==> src/rtl/ram_arbiter_if.sv <==
// Shared types and the requester/RAM bus for the four-port RAM arbiter.
// The arbiter takes the slave modport; a requester/RAM model takes master.
package ram_arbiter_pkg;
  typedef enum logic [1:0] {FREE, BUSY, ACCESS, ERROR} ramstate_t;
endpackage

interface ram_arbiter_if;
  import ram_arbiter_pkg::*;

  logic [3:0]        ren;
  logic [3:0]        wen;
  logic [3:0]        lock;
  logic [3:0][31:0]  addr;
  logic [3:0][31:0]  wdata;
  logic [3:0]        rwait;
  logic [31:0]       rdata;
  logic              err;
  logic              ramREN;
  logic              ramWEN;
  logic [31:0]       ramaddr;
  logic [31:0]       ramstore;
  logic [31:0]       ramload;
  ramstate_t         ramstate;

  modport slave (
    input  ren, wen, lock, addr, wdata, ramload, ramstate,
    output rwait, rdata, err, ramREN, ramWEN, ramaddr, ramstore
  );

  modport master (
    output ren, wen, lock, addr, wdata, ramload, ramstate,
    input  rwait, rdata, err, ramREN, ramWEN, ramaddr, ramstore
  );
endinterface

==> src/rtl/ram_arbiter.sv <==
// Four-requester RAM arbiter: dcache over icache, round-robin within a class,
// starvation promotion for icache, optional one-access lock extension.
//
// state  | meaning
// IDLE   | no grant, strobes low, arbitration happens here
// GRANT  | registered grant drives the RAM until completion/withdraw/error
// LOCKED | same grant held for exactly one more access
module ram_arbiter
  import ram_arbiter_pkg::*;
#(
  parameter int STARVE_LIMIT = 8
) (
  input  logic         CLK,
  input  logic         nRST,
  ram_arbiter_if.slave bus
);

  localparam int CW = $clog2(STARVE_LIMIT + 1);

  typedef enum logic [1:0] {IDLE, GRANT, LOCKED} state_t;

  state_t            state, state_nxt;
  logic [1:0]        grant, grant_nxt;
  logic              ptr_i, ptr_i_nxt;
  logic              ptr_d, ptr_d_nxt;
  logic [1:0][CW-1:0] starve;

  logic [3:0] active;
  logic [1:0] promoted;
  logic [1:0] pick;
  logic       busy;
  logic       active_g;
  logic       complete;
  logic       fault;

  // icache ports cannot write, so only their read strobe makes them active
  assign active = {bus.ren[3:2] | bus.wen[3:2], bus.ren[1:0]};

  always_comb begin
    for (int i = 0; i < 2; i++)
      promoted[i] = active[i] && (starve[i] == CW'(STARVE_LIMIT));
  end

  assign busy     = (state != IDLE);
  assign active_g = active[grant];
  assign complete = busy && active_g && (bus.ramstate == ACCESS);
  assign fault    = busy && active_g && (bus.ramstate == ERROR);

  always_comb begin
    pick = 2'd0;
    if (&promoted)                  pick = {1'b0, ptr_i};
    else if (promoted[0])           pick = 2'd0;
    else if (promoted[1])           pick = 2'd1;
    else if (active[3:2] == 2'b11)  pick = {1'b1, ptr_d};
    else if (active[2])             pick = 2'd2;
    else if (active[3])             pick = 2'd3;
    else if (active[1:0] == 2'b11)  pick = {1'b0, ptr_i};
    else if (active[1])             pick = 2'd1;
    else                            pick = 2'd0;
  end

  always_ff @(posedge CLK or negedge nRST) begin
    if (!nRST) begin
      state <= IDLE;
      grant <= 2'd0;
      ptr_i <= 1'b0;
      ptr_d <= 1'b0;
    end else begin
      state <= state_nxt;
      grant <= grant_nxt;
      ptr_i <= ptr_i_nxt;
      ptr_d <= ptr_d_nxt;
    end
  end

  always_comb begin
    state_nxt = state;
    grant_nxt = grant;
    ptr_i_nxt = ptr_i;
    ptr_d_nxt = ptr_d;
    case (state)
      IDLE: begin
        if (|active) begin
          grant_nxt = pick;
          state_nxt = GRANT;
        end
      end
      GRANT, LOCKED: begin
        if (!active_g || fault) begin
          state_nxt = IDLE;
        end else if (complete) begin
          state_nxt = (state == GRANT && bus.lock[grant]) ? LOCKED : IDLE;
          if (grant[1]) ptr_d_nxt = ~grant[0];
          else          ptr_i_nxt = ~grant[0];
        end
      end
      default: state_nxt = IDLE;
    endcase
  end

  always_ff @(posedge CLK or negedge nRST) begin
    if (!nRST) begin
      starve <= '0;
    end else begin
      for (int i = 0; i < 2; i++) begin
        if (!active[i] || (complete && grant == 2'(i)))
          starve[i] <= '0;
        else if (!(busy && grant == 2'(i)) && starve[i] != CW'(STARVE_LIMIT))
          starve[i] <= starve[i] + 1'b1;
      end
    end
  end

  // strobes follow the live request so a withdrawal drops them the same cycle
  always_comb begin
    bus.ramWEN   = busy && grant[1] && bus.wen[grant];
    bus.ramREN   = busy && bus.ren[grant] && !bus.ramWEN;
    bus.ramaddr  = bus.addr[grant];
    bus.ramstore = bus.wdata[grant];
    bus.rdata    = bus.ramload;
    bus.err      = fault;
    bus.rwait    = 4'hF;
    if (complete) bus.rwait[grant] = 1'b0;
  end

endmodule

==> src/flat_wrapper.sv <==
// flat-port wrapper written by rule: the top's interface ports become plain ports
module ram_arbiter_flat import ram_arbiter_pkg::*;
#(
  parameter int STARVE_LIMIT = 8
)
  (CLK, nRST, bus_ren, bus_wen, bus_lock, bus_addr, bus_wdata, bus_ramload, bus_ramstate, bus_rwait, bus_rdata, bus_err, bus_ramREN, bus_ramWEN, bus_ramaddr, bus_ramstore);
  ram_arbiter_if bus_i ();
  input  logic CLK;
  input  logic nRST;
  input wire logic [$bits(bus_i.ren)-1:0] bus_ren;
  input wire logic [$bits(bus_i.wen)-1:0] bus_wen;
  input wire logic [$bits(bus_i.lock)-1:0] bus_lock;
  input wire logic [$bits(bus_i.addr)-1:0] bus_addr;
  input wire logic [$bits(bus_i.wdata)-1:0] bus_wdata;
  input wire logic [$bits(bus_i.ramload)-1:0] bus_ramload;
  input wire logic [$bits(bus_i.ramstate)-1:0] bus_ramstate;
  output wire logic [$bits(bus_i.rwait)-1:0] bus_rwait;
  output wire logic [$bits(bus_i.rdata)-1:0] bus_rdata;
  output wire logic [$bits(bus_i.err)-1:0] bus_err;
  output wire logic [$bits(bus_i.ramREN)-1:0] bus_ramREN;
  output wire logic [$bits(bus_i.ramWEN)-1:0] bus_ramWEN;
  output wire logic [$bits(bus_i.ramaddr)-1:0] bus_ramaddr;
  output wire logic [$bits(bus_i.ramstore)-1:0] bus_ramstore;
  assign bus_i.ren = bus_ren;
  assign bus_i.wen = bus_wen;
  assign bus_i.lock = bus_lock;
  assign bus_i.addr = bus_addr;
  assign bus_i.wdata = bus_wdata;
  assign bus_i.ramload = bus_ramload;
  assign bus_i.ramstate = bus_ramstate;
  assign bus_rwait = bus_i.rwait;
  assign bus_rdata = bus_i.rdata;
  assign bus_err = bus_i.err;
  assign bus_ramREN = bus_i.ramREN;
  assign bus_ramWEN = bus_i.ramWEN;
  assign bus_ramaddr = bus_i.ramaddr;
  assign bus_ramstore = bus_i.ramstore;
  ram_arbiter #(.STARVE_LIMIT(STARVE_LIMIT)) u_core (.CLK(CLK), .nRST(nRST), .bus(bus_i));
endmodule
==> config.mk <==
export PLATFORM = sky130hd
export DESIGN_NAME = ram_arbiter_flat
export DESIGN_NICKNAME = d
export VERILOG_FILES = /design/src/rtl/ram_arbiter_if.sv /design/src/rtl/ram_arbiter.sv /design/src/flat_wrapper.sv
export SDC_FILE = /design/constraint.sdc
export NUM_CORES = 1
export LEC_CHECK = 0
export ABC_AREA = 0
export CAP_MARGIN = 0
export CORE_AREA = 10 10 150 152
export DETAILED_ROUTE_END_ITERATION = 10
export DIE_AREA = 0 0 160 162
export PLACE_DENSITY = 0.64
export SYNTH_ARGS = -nofsm -noshare
export SYNTH_HDL_FRONTEND = slang
export SYNTH_SLANG_ARGS = --single-unit
==> constraint.sdc <==
create_clock -name CLK -period 2 [get_ports CLK]
set_clock_uncertainty 0.15 [all_clocks]
set_input_delay 0.3 -clock CLK [delete_from_list [all_inputs] [get_ports CLK]]
set_output_delay 0.3 -clock CLK [all_outputs]
set_load 0.005 [all_outputs]
# ---- Yosys cells after proc, flatten, opt, wreduce, memory -nomap -nowiden
# Index checks and enable logic that the tools add are counted.
dict set report op_classes {
  add_sub_neg 2
  order_cmp 2
  eq_ne 13
  mux 32
  n_bitwise 5
  reduce_logical 38
}
# cell count
set ops {}
lappend ops {{$bmux 32 s2} 2}
lappend ops {{$mux 32} 2}
lappend ops {{$mux 2} 11}
lappend ops {{$mux 4} 5}
lappend ops {{$logic_and 1x1->1} 17}
lappend ops {{$eq 2x2->1 const B} 5}
lappend ops {{$add 4x1->4 const B} 2}
lappend ops {{$bmux 1 s2} 4}
lappend ops {{$eq 4x4->1 const B} 2}
lappend ops {{$ne 4x4->1 const B} 2}
lappend ops {{$reduce_and 4->1} 2}
lappend ops {{$logic_not 1->1} 6}
lappend ops {{$mux 1} 6}
lappend ops {{$reduce_and 2->1} 3}
lappend ops {{$reduce_bool 2->1} 3}
lappend ops {{$eq 2x1->1 const B} 2}
lappend ops {{$logic_not 2->1} 2}
lappend ops {{$not 4->4} 1}
lappend ops {{$pmux 2 s2} 1}
lappend ops {{$reduce_or 4->1} 1}
lappend ops {{$logic_or 1x1->1} 3}
lappend ops {{$lt 2x3->1 const B} 1}
lappend ops {{$ne 3x1->1 const B} 1}
lappend ops {{$not 1->1} 3}
lappend ops {{other kinds (5)} 5}
dict set report word_totals {
  ff_bits 14
  inputBits 304
  out_inout_bits 103
  wordCells 98
}

# ---- Longest topological paths before layout
dict set report logic_depth {
  word_depth 8
  mapped_depth 7
  depth_no_buf 7
}

# ---- Worst setup path after synthesis
# Ideal clock, no wire load.
dict set report synth_timing {
  path_kind {flip-flop to flip-flop}
  start {reg u_core.state[0]}
  end {reg u_core.state[0]}
  setup_ps 125
  arrival_time_ps 1915
  required_time_ps 1725
  path_slack_ps -191
  stages_incl_launch_ff 8
  path_buffers 0
  cell_sequence {dfrtp_1 inv_1 ha_1 or2b_2 o32a_1 nor2_1 o2bb2a_4 mux2_4}
}
dict set report synth_via {
  elab_chain_len 6
  elab_cells_between_ends 14
  cone_classes {eq/ne (4); mux (2); reduce/logical (8)}
}
# element line_no
set synth_lines {}
lappend synth_lines {{start: declaration} ram_arbiter.sv:22} ;# state_t state, state_nxt;
lappend synth_lines {{start signal: assignment} ram_arbiter.sv:69} ;# state <= state_nxt;
lappend synth_lines {{$reduce_bool 2->1} ram_arbiter.sv:44} ;# assign busy = (state != IDLE);
lappend synth_lines {{$logic_and 1x1->1} {ram_arbiter.sv:46, ram_arbiter.sv:47}}
lappend synth_lines {{$logic_and 1x1->1} ram_arbiter.sv:47} ;# assign fault = busy && active_g && (bus.ramstate == ERROR);
lappend synth_lines {{$logic_or 1x1->1} ram_arbiter.sv:89} ;# if (!active_g || fault) begin
lappend synth_lines {{$mux 2 / $ne 3x1->1 (equally long branches)} n/a}
lappend synth_lines {{$pmux 2 s2 / $reduce_and 2->1 (equally long branches)} n/a}
# Several ways; a longest one is shown, not always the timed one.
# A chain may end at the register's enable or synchronous reset.

# ---- Worst setup path after layout
dict set report layout_timing {
  start {reg u_core.grant[0]}
  end {out bus_ramREN}
}
dict set report layout_via {
  elab_chain_len 5
  elab_cells_between_ends 8
  cone_classes {mux (4); reduce/logical (4)}
}
# element line_no
set layout_lines {}
lappend layout_lines {{start: declaration} ram_arbiter.sv:23} ;# logic [1:0] grant, grant_nxt;
lappend layout_lines {{start signal: assignment} ram_arbiter.sv:70} ;# grant <= grant_nxt;
lappend layout_lines {{$bmux 1 s2} ram_arbiter.sv:116} ;# bus.ramWEN = busy && grant[1] && bus.wen[grant];
lappend layout_lines {{$mux 1 (implied by the code)} ram_arbiter.sv:116}
lappend layout_lines {{$logic_and 1x1->1} ram_arbiter.sv:116}
lappend layout_lines {{$logic_not 1->1} ram_arbiter.sv:117} ;# bus.ramREN = busy && bus.ren[grant] && !bus.ramWEN;
lappend layout_lines {{$logic_and 1x1->1 *} ram_arbiter.sv:117}
lappend layout_lines {{end: declaration} flat_wrapper.sv:20} ;# output wire logic [$bits(bus_i.ramREN)-1:0] bus_ramREN;
# Every way passes the cells marked *; elsewhere a longest branch is shown, timed or not. The select of a mux whose other input is x is not followed.

==> results.tsv <==
stage	metric	value	unit
cells_and_area	synthToLayoutAreaGrowth	146	%
routing	viasPerCell	4.24	
synthesis	async_reset_ff_share	100	%
floorplan	die_width	160	um
clock_network	clk_latency	0.25	ns
setup_path	worstPathCellList	buf_12 -> buf_8 -> mux4_2 -> nor3b_1 -> buf_2	
floorplan	initial_utilization	14.4	%
clock_network	clkTransAtPathRegs	0.05	ns
synthesis	syn_area	0.00280	mm^2
place	place_area	0.00660	mm^2
sta	fmax	454	MHz
synthesis	syn-instance-count	224	
synthesis	syn_avg_cell_area	12.5	um^2
clock_network	numClockSinks	14	
place	place_inst	819	
sta	worst_pin_slew	0.315	ns
global_route	grt_pass1_wl	29000	um
synthesis	ys_seq_elements	14	
synthesis	synth_edf_count	0	
run_status	outcome	complete, but fails checks	
clock_network	cts-hold-fix-buffers	0	
setup_path	crit_family	flip-flops	
cells_and_area	final_cells	851	
hold_path	hp-class	primary input to async pin	
routing	drt-wirelength-per-cell	24.6	um
global_route	antenna_found_initial	4	
power	p_per_area	911	mW/mm^2
place	routabilityCongestion	0.882	
setup_path	critPathBufInv	3	
clock_network	cts_tree	built	
global_route	grt_pass1_vias	4027	
floorplan	top_level_ports	407	
sta	slew_headroom	79.0	%
global_route	grt.total_usage	14.7	%
clock_network	numCtsBuffers	3	
cells_and_area	drive_gt1_share	39.1	%
setup_path	crit_path_end_kind	output port	
sta	period_share	110	%
routing	wl	21000	um
clock_network	cts_buffer_depth	2	
routing	drc	0	
sta	hold_violations	0	
routing	dr_total_vias	3612	
sta	final-setup-viol-count	72	
cells_and_area	post-route-cell-area	0.00690	mm^2
synthesis	synth_seq_area_share	12.5	%
place	place_ws	-0.647	ns
setup_path	slowest_delay	0.52	ns
run_status	violations	setup timing	
setup_path	cp.arrival	1.75	ns
routing	drt_iter0_drc	214	
place	dpl.hpwl	18100	um
synthesis	syn_nets	536	
routing	ant_nets	0	
power	ir_worst_vdd	0.000463	V
sta	rsz0062_at_grt	true	
setup_path	start_kind	flop	
clock_network	htree_num_levels	1	
floorplan	die_y	162	um
setup_path	cpMaxStageDelayCell	dfrtp_4	
setup_path	cp_max_fo	7	
run	maxCapViolCount	0	
setup_path	crit_type	flop to output port	
synthesis	yosysWarningCount	0	
routing	drt_pass1_iterations	6	
sta	drv_slew	0	
power	leakage	0.00270	uW
place	numPortBuffers	340	
sta	setup_slack	-0.201	ns
sta	tns	-9.21	ns
global_route	overflow	0	
synthesis	yosys.cell_types.count	41	
synthesis	ys.flop_type	dfrtp_1	
clock_network	clockRootBuffer	clkbuf_16	
floorplan	core	0.0194	mm^2
floorplan	die-area	0.0259	mm^2
floorplan	num_rows	51	
global_route	grt_max_degree	30	
sta	period_needed	2.20	ns
setup_path	cp.required	1.55	ns
cells_and_area	nNetsFinal	893	
sequential cells by signal (all words and copies together), names as in the netlist:
name / flops
u_core.ptr_i: 1
u_core.grant: 2
u_core.starve: 8
u_core.state: 2
u_core.ptr_d: 1
synthesized netlist by cell type, types with 4 or more instances:
cell      number  area share (%)
nand3_1        5            0.89
xnor2_1        4             1.3
mux4_2        65              52
nand2_1       11             1.5
inv_1          8             1.1
o21ai_0        8             1.4
dfrtp_1       14              13
ha_1           8             3.6
clkbuf_1       5            0.67
buf_4         33             8.8
nor3b_1        5             1.3
nor2_1        14             1.9
buf_2         10             1.8
power breakdown:
group          leakage [uW]  total (uW)  internal (uW)  switching, uW
logic               0.00248        5390           3370           2020
registers          0.000176         500            377            123
clock network     0.0000382         391            270            121
total               0.00270        6280           4020           2260
metal layers:
metal	global-route usage, %	up-vias	wire, um
li1	-	1608	-
met1	15.8	1806	7590
met2	28.1	174	11800
met3	3.67	24	1400
met4	3.88	0	185
met5	0	-	0
per-stage QoR:
stage | hold slack [ns] | util, % | total power, uW
floorplan | -0.146 | - | 2790
global placement | 0.346 | 34.0 | 5490
detailed placement | 0.366 | 34.0 | 5570
CTS | 0.235 | 34.5 | 6020
global route | 0.243 | 35.5 | 6680
finish | 0.225 | 35.6 | 6280
cell usage in the layout (no fill, tap or decap), types with 2 or more instances in the layout:
cell             synthesis  layout
a21oi_1                  2       2
buf_12                   0      10
buf_2                   10      43
buf_4                   33      37
buf_6                    0      33
buf_8                    0       6
clkbuf_16                0       4
clkbuf_2                 0       2
clkdlybuf4s50_1          0     264
dfrtp_1                 14      12
diode_2                  0       6
dlygate4sd2_1            0       3
dlymetal6s2s_1           0       2
ha_1                     8       7
inv_1                    8       5
inv_2                    0       3
mux2i_1                  3       3
mux4_2                  65      66
nand2_1                 11      11
nand3_1                  5       4
nand4_1                  2       2
nor2_1                  14      11
nor2_2                   0       3
nor3b_2                  0       3
o21ai_0                  8       6
o21ai_2                  0       2
xnor2_1                  4       4
xor2_1                   2       2
layout make-up:
| type | count | area [um^2] |
|---|---|---|
| Antenna cell | 6 | 15.0 |
| Fill cell | 1953 | 12500 |
| Multi-Input combinational cell | 152 | 2180 |
| Timing Repair Buffer | 402 | 3910 |
| Sequential cell | 14 | 355 |
| Inverter | 8 | 30.0 |
| Tap cell | 265 | 332 |
| Clock buffer | 4 | 78.8 |
kinds of logic (layout without fill, tap and decap cells):
logic type      after synthesis  count (layout)  share of synthesized area (%)
flops                        14              14                           12.5
fa+ha+maj                     8               8                           3.57
other cells                   0               6                              0
mux                          70              70                           54.8
buf+inv                      58             414                           12.8
simple gates                 47              47                           9.03
xor+xnor                      6               6                           1.88
compound gates               21              21                           5.41
repair_timing:
item,4_1_cts,5_1_grt
resized for setup,332,31
pin swaps,5,8
endpoints found under the setup margin,75,79
cloned,2,1
buffers inserted,17,9
path summary, 6_finish.rpt:
kind	from	end	slack [ns]	depth (start not counted)
setup / recovery	u_core.grant[0]	bus_ramREN	-0.20	5
hold / removal	nRST	u_core.starve[2]	0.22	2
setup reg to reg	u_core.state[0]	u_core.state[0]	-0.18	7
hold reg to reg	u_core.ptr_d	u_core.ptr_d	0.35	2
max in group asynchronous	nRST	u_core.grant[0]	1.27	2
min in group CLK	u_core.ptr_d	u_core.ptr_d	0.35	2
Note: power is estimated with default switching activity, not from simulation.
